===== src/rtl/pq_pkg.sv =====
// Shared definitions for the streaming sorter: controller states and the
// fixed response latency of the attached priority queue.
package pq_pkg;

    typedef enum logic {
        FILL  = 1'b0,
        DRAIN = 1'b1
    } state_t;

    localparam int PQ_RD_LAT = 1;

endpackage


===== src/rtl/pq_out_fifo.sv =====
// Two-entry valid/ready FIFO holding popped queue words (with their last flag)
// until the downstream consumer accepts them.
module pq_out_fifo #(
    parameter int DATA_LENGTH = 32
) (
    input  logic                   clk,
    input  logic                   rst_n,
    input  logic                   wr_en,
    input  logic [DATA_LENGTH-1:0] wr_data,
    input  logic                   wr_last,
    output logic                   valid,
    input  logic                   ready,
    output logic [DATA_LENGTH-1:0] data,
    output logic                   last,
    output logic [1:0]             count
);

    logic [DATA_LENGTH-1:0] mem_data [2];
    logic [1:0]             mem_last;
    logic                   wr_ptr;
    logic                   rd_ptr;
    logic                   enq;
    logic                   deq;

    assign valid = (count != 2'd0);
    assign deq   = valid && ready;
    // The issuer budgets pops so a write never lands on a full FIFO; the guard
    // only keeps a misbehaving queue from corrupting the held head word.
    assign enq   = wr_en && ((count != 2'd2) || deq);

    always_ff @(posedge clk or negedge rst_n) begin
        if (!rst_n) begin
            mem_data[0] <= '0;
            mem_data[1] <= '0;
            mem_last    <= '0;
            wr_ptr      <= 1'b0;
            rd_ptr      <= 1'b0;
            count       <= 2'd0;
        end else begin
            if (enq) begin
                mem_data[wr_ptr] <= wr_data;
                mem_last[wr_ptr] <= wr_last;
                wr_ptr           <= ~wr_ptr;
            end
            if (deq) rd_ptr <= ~rd_ptr;
            count <= count + {1'b0, enq} - {1'b0, deq};
        end
    end

    assign data = valid ? mem_data[rd_ptr] : '0;
    assign last = valid && mem_last[rd_ptr];

endmodule


===== src/rtl/pq_stream_sorter.sv =====
// Batch sorter: pushes an upstream batch into an external priority queue, then
// pops it back out in ascending order through a small output FIFO.
module pq_stream_sorter
    import pq_pkg::*;
#(
    parameter int QUEUE_DEPTH = 32,
    parameter int DATA_LENGTH = 32
) (
    input  logic                   CLK,
    input  logic                   RSTn,
    input  logic                   s_valid,
    output logic                   s_ready,
    input  logic [DATA_LENGTH-1:0] s_data,
    input  logic                   s_last,
    output logic                   m_valid,
    input  logic                   m_ready,
    output logic [DATA_LENGTH-1:0] m_data,
    output logic                   m_last,
    output logic                   pq_valid,
    output logic                   pq_write,
    output logic [DATA_LENGTH-1:0] pq_data,
    input  logic                   pq_rvalid,
    input  logic [DATA_LENGTH-1:0] pq_rdata,
    input  logic                   pq_empty,
    output logic                   err
);

    localparam int CW         = $clog2(QUEUE_DEPTH) + 1;
    localparam int OUT_BUDGET = PQ_RD_LAT + 1;

    state_t        state;
    state_t        state_nxt;
    logic [CW-1:0] cnt;
    logic [CW-1:0] pop_cnt;
    logic          outstanding;
    logic          pend_last;
    logic          push_d1;
    logic          push_d2;
    logic          accept;
    logic          fill_done;
    logic          drain_done;
    logic          pop_issue;
    logic          last_pop;
    logic          m_fire;
    logic [1:0]    fifo_count;
    logic [2:0]    load;
    logic          err_set;

    assign s_ready    = (state == FILL) && (cnt < CW'(QUEUE_DEPTH));
    assign accept     = s_valid && s_ready;
    assign fill_done  = accept && (s_last || (cnt + CW'(1) == CW'(QUEUE_DEPTH)));
    assign m_fire     = m_valid && m_ready;
    assign drain_done = m_fire && m_last;

    // Words already committed to the FIFO (net of this cycle's hand-off) plus
    // the response in flight; counting the hand-off keeps 1 word/cycle.
    assign load      = 3'(fifo_count) + 3'(outstanding) - 3'(m_fire);
    assign pop_issue = (state == DRAIN) && (pop_cnt < cnt) && (load < 3'(OUT_BUDGET));
    assign last_pop  = pop_issue && (pop_cnt == cnt - CW'(1));

    assign pq_valid = accept || pop_issue;
    assign pq_write = accept;
    assign pq_data  = accept ? s_data : '0;

    always_comb begin
        state_nxt = state;
        case (state)
            FILL:    if (fill_done)  state_nxt = DRAIN;
            DRAIN:   if (drain_done) state_nxt = FILL;
            default: state_nxt = FILL;
        endcase
    end

    always_ff @(posedge CLK or negedge RSTn) begin
        if (!RSTn) state <= FILL;
        else       state <= state_nxt;
    end

    always_ff @(posedge CLK or negedge RSTn) begin
        if (!RSTn) begin
            cnt         <= '0;
            pop_cnt     <= '0;
            outstanding <= 1'b0;
            pend_last   <= 1'b0;
        end else begin
            if (drain_done) begin
                cnt     <= '0;
                pop_cnt <= '0;
            end else begin
                if (accept)    cnt     <= cnt + CW'(1);
                if (pop_issue) pop_cnt <= pop_cnt + CW'(1);
            end
            outstanding <= pop_issue;
            pend_last   <= last_pop;
        end
    end

    // The queue's empty flag trails requests by two cycles, so it is only
    // trusted once no push has happened in the preceding two cycles.
    always_ff @(posedge CLK or negedge RSTn) begin
        if (!RSTn) begin
            push_d1 <= 1'b0;
            push_d2 <= 1'b0;
        end else begin
            push_d1 <= accept;
            push_d2 <= push_d1;
        end
    end

    assign err_set = (pq_rvalid && !outstanding)
                   || (outstanding && !pq_rvalid)
                   || (pop_issue && pq_empty && !push_d1 && !push_d2);

    always_ff @(posedge CLK or negedge RSTn) begin
        if (!RSTn)        err <= 1'b0;
        else if (err_set) err <= 1'b1;
    end

    pq_out_fifo #(
        .DATA_LENGTH(DATA_LENGTH)
    ) u_out_fifo (
        .clk    (CLK),
        .rst_n  (RSTn),
        .wr_en  (pq_rvalid && outstanding),
        .wr_data(pq_rdata),
        .wr_last(pend_last),
        .valid  (m_valid),
        .ready  (m_ready),
        .data   (m_data),
        .last   (m_last),
        .count  (fifo_count)
    );

endmodule


===== config.mk =====
export PLATFORM = sky130hd
export DESIGN_NAME = pq_stream_sorter
export DESIGN_NICKNAME = d
export VERILOG_FILES = /design/src/rtl/pq_pkg.sv /design/src/rtl/pq_out_fifo.sv /design/src/rtl/pq_stream_sorter.sv
export SDC_FILE = /design/constraint.sdc
export NUM_CORES = 1
export LEC_CHECK = 0
export ABC_CLOCK_PERIOD_IN_PS = 5100
export CAP_MARGIN = 0
export CORE_ASPECT_RATIO = 0.9
export CORE_UTILIZATION = 47
export DETAILED_ROUTE_END_ITERATION = 12
export PLACE_DENSITY = 0.85
export SYNTH_ARGS = -nofsm -noshare
export SYNTH_HDL_FRONTEND = slang
export SYNTH_SLANG_ARGS = --single-unit
export TNS_END_PERCENT = 5

===== constraint.sdc =====
create_clock -name CLK -period 5.1 [get_ports CLK]
set_input_delay 1.275 -clock CLK [delete_from_list [all_inputs] [get_ports CLK]]
set_output_delay 1.275 -clock CLK [all_outputs]
set_load 0.01 [all_outputs]

==> parameters.txt <==
Parameter                              Value

Clocking
  Cell at the root of the clock tree ... sky130_fd_sc_hd__clkbuf_8
  Number of buffers added to fix hold violations after cts ... 0
  CTS Buf Count ... 9
  Worst-skew pair later-pin latency ... 0.35 ns
  Number of sinks on the clock net ... 88
  Number of levels in the clock H-tree ... 3
  Buffer levels on the longest clock path ... 2
  CTS tree ... yes
  Clock transition at path regs ... 0.08 ns

Floorplanning
  Die outline width ... 107 um
  Height of the die ... 96.1 um
  Initial Util ... 49.5%
  Placeable core area ... 0.00933 mm^2
  Die ar. ... 0.0102 mm^2
  Standard-cell row count ... 33
  Boundary pin count ... 141

Timing
  Endpoints failing setup ... 0
  Smallest setup slack after layout ... 0.188 ns
  Final cycle utilization of the critical path ... 96.3%
  Worst clock skew on the final layout ... 0.00721 ns
  Fin. max-slew vios ... 0
  Unrepaired setup endpoints after global routing ... false
  Worst Tran Pin Value ... 1.08 ns
  Sum of negative setup slack ... 0 ns
  Final min period ... 4.91 ns
  Final hold violation count ... 0
  Max_slew headroom ... 28.2%
  Achievable frequency ... 0.204 GHz

Power and ir drop
  Post-route total power ... 1570 uW
  Total power density per cell area ... 247 mW/mm^2
  Peak supply drop ... 0.000210 V
  Leakage Power ... 0.00311 uW

Finish
  Relative area change from synthesis to final layout ... 37.4%
  Net count reported at finish ... 614
  Post-route cell area ... 0.00635 mm^2
  Final Non-Filler Cells ... 656
  Number of diodes ... 0
  Proportion of layout cells with a drive suffix above 1 ... 18.9%
  Filler cell count ... 732

Detailed routing
  Routed Wire Length ... 10600 um
  Final antenna-violating net count ... 0
  First-pass detailed-route iteration total ... 4
  Vias after detailed routing ... 3435
  Vias per inst ... 5.24
  Routed wirelength normalized by instance count ... 16.2 um
  Number of DRC markers after the initial detailed-route iteration ... 142
  DR DRC count ... 0

Yosys
  Post-synth ARST share ... 100%
  Syn avg cell area ... 11.9 um^2
  Ys flop type ... sky130_fd_sc_hd__dfrtp_1
  Post-Syn Area ... 0.00462 mm^2
  Post-synthesis sequential area ratio ... 47.6%
  Most area-hungry cell type in the Yosys netlist ... sky130_fd_sc_hd__dfrtp_1
  Share of the synthesized area in the top cell type ... 47.6%
  EDFF count, synth ... 0
  Count of state elements after synthesis ... 88
  Mapped Nets ... 474
  Count of distinct cell types in the synthesized netlist ... 37
  Yosys synthesis warning count ... 0
  Post-Syn Instances ... 389
  Leading cell types by total area after synthesis ... sky130_fd_sc_hd__dfrtp_1 48%, sky130_fd_sc_hd__mux2_4 9.7%, sky130_fd_sc_hd__mux2_2 8.8%, sky130_fd_sc_hd__mux2i_1 7.4%, sky130_fd_sc_hd__and3_1 4.6%

Critical path
  Worst Setup End Kind ... primary output
  Max FO, Critical Path ... 2
  CP max stage delay ... 0.44 ns
  Data required time at the worst endpoint ... 3.83 ns
  Endpoint arrival time on the critical path ... 3.64 ns
  Critical setup path kind ... in2out
  Type of origin of the critical path ... primary input
  Cell type of the slowest stage on the worst timing path ... sky130_fd_sc_hd__fa_1
  Cells along the critical path ... clkdlybuf4s50_1 > nand2_1 > inv_1 > ha_1 > inv_1 > nand2_1 > fa_1 > and3b_1 > o211ai_1 > nor3_4 > or2_2 > clkdlybuf4s15_1

Run
  Max-Cap Viols ... 0

GRT
  Total track usage ... 21.3%
  Wire length of the first global-routing pass ... 17000 um
  Initial antenna violation count ... 0
  Global routing met3 resource utilization ... 4.47%
  Met2 global-route usage ... 38.1%
  Remaining global-route overflow ... 0
  Global routing usage on met1 ... 26.9%
  Layer carrying the most global-route usage ... met2
  Vias in the first global route ... 3542
  Pin count of the biggest net entering global routing ... 89

Placed design
  Placed Instance Area ... 0.00613 mm^2
  IO Port Bufs ... 140
  Final estimated routing congestion in global placement ... 0.835
  Pre-CTS setup slack ... -0.141 ns
  Final HPWL DP ... 7530 um
  # placed instances ... 639

Status
  Result of the run ... completed

Hold path
  Hold crit path type ... reg2reg
## power breakdown
| part | switching (uW) | total [uW] | internal [uW] |
|---|---|---|---|
| Sequential | 85.2 | 795 | 709 |
| Clock | 249 | 494 | 244 |
| Combinational | 120 | 282 | 162 |
## flip-flops by register name, summed over array words and instances (netlist names)
name / count
cnt: 6
err: 1
outstanding: 1
pend_last: 1
pop_cnt: 6
push_d1: 1
push_d2: 1
state: 1
u_out_fifo.count: 2
u_out_fifo.mem_data: 64
u_out_fifo.mem_last: 2
u_out_fifo.rd_ptr: 1
u_out_fifo.wr_ptr: 1
## cells in the final DEF (no fill, tap or decap), types with 3 or more instances in the layout
master                            count
sky130_fd_sc_hd__clkdlybuf4s50_1    138
sky130_fd_sc_hd__dfrtp_1             87
sky130_fd_sc_hd__nor2_1              47
sky130_fd_sc_hd__mux2_2              36
sky130_fd_sc_hd__mux2i_1             34
sky130_fd_sc_hd__and3_1              34
sky130_fd_sc_hd__mux2_4              30
sky130_fd_sc_hd__xnor2_1             16
sky130_fd_sc_hd__inv_1               15
sky130_fd_sc_hd__ha_1                13
sky130_fd_sc_hd__buf_4               13
sky130_fd_sc_hd__nand2_1             10
sky130_fd_sc_hd__clkbuf_8            10
sky130_fd_sc_hd__a21oi_1              6
sky130_fd_sc_hd__nand3_1              6
sky130_fd_sc_hd__xor2_1               5
sky130_fd_sc_hd__nand4_1              3
## cell type report
class | count | area, um^2 | area share, %
clock buffer | 11 | 141 | 2.23
clock inverter | 5 | 65.1 | 1.02
inverter | 16 | 60.1 | 0.946
multi-input combinational | 262 | 2240 | 35.2
sequential | 88 | 2200 | 34.7
tap | 122 | 153 | 2.40
timing repair buffer | 152 | 1490 | 23.5
## logic make-up (layout without fill, tap and decap cells)
kind of cell             Yosys count  after routing  share of synthesized area (%)
buffers and inverters             39            184                           4.17
flip-flops                        88             88                           47.6
multiplexers                     100            100                           25.9
AND/OR/NAND/NOR                  113            113                           12.4
adder cells (fa/ha/maj)           14             14                           3.95
XOR/XNOR                          21             21                           3.98
AO/OA/AOI/OAI                     14             14                           2.00
## critical path, delay by kind of cell
family                   cells  cell delay [ns]
buffers and inverters        4             0.77
AO/OA/AOI/OAI                1             0.18
AND/OR/NAND/NOR              5             0.70
adder cells (fa/ha/maj)      2             0.72
## worst paths after layout
kind	start	end	slack, ns	depth (start not counted)
min in group asynchronous	RSTn	u_out_fifo.mem_data[62]	1.12	1
hold / removal	push_d1	push_d2	0.39	0
setup / recovery	m_ready	pq_valid	0.19	12
max in group asynchronous	RSTn	u_out_fifo.rd_ptr	3.25	1
setup reg to reg	u_out_fifo.count[1]	pop_cnt[5]	1.99	15
hold reg to reg	push_d1	push_d2	0.39	0
## metrics by stage
step | utilization (%) | hold WS [ns]
after floorplan | - | 0.354
after global placement | 65.7 | 0.366
after detailed placement | 65.7 | 0.374
after CTS | 67.9 | 0.385
after global routing | 68.0 | 0.402
final | 68.0 | 0.388
## synthesized netlist by cell type (2+ instances only)
cell type / number
sky130_fd_sc_hd__buf_2: 4
sky130_fd_sc_hd__mux2i_1: 34
sky130_fd_sc_hd__and3_1: 34
sky130_fd_sc_hd__dfrtp_1: 88
sky130_fd_sc_hd__nand2_1: 10
sky130_fd_sc_hd__buf_6: 4
sky130_fd_sc_hd__nor4_1: 2
sky130_fd_sc_hd__a21oi_1: 6
sky130_fd_sc_hd__clkbuf_1: 12
sky130_fd_sc_hd__ha_1: 13
sky130_fd_sc_hd__nor2_1: 48
sky130_fd_sc_hd__nand4_1: 3
sky130_fd_sc_hd__mux2_2: 36
sky130_fd_sc_hd__o211ai_1: 2
sky130_fd_sc_hd__xnor2_1: 16
sky130_fd_sc_hd__nand3_1: 6
sky130_fd_sc_hd__mux2_4: 30
sky130_fd_sc_hd__a21o_1: 2
sky130_fd_sc_hd__xor2_1: 5
sky130_fd_sc_hd__inv_1: 15
sky130_fd_sc_hd__buf_4: 3
## routing by layer
layer	routed length, um	vias to the layer above
met5	0	-
met4	71	0
met3	363	7
met2	5610	69
met1	4580	1745
li1	-	1614
## repair_timing
| item | CTS | global route |
|---|---|---|
| setup buffers | 0 | 1 |
| gates resized for setup | 1 | 1 |
| setup endpoints to repair | 1 | 1 |
| pin swaps | 1 | 1 |
Note: power is estimated with default switching activity, not from simulation.
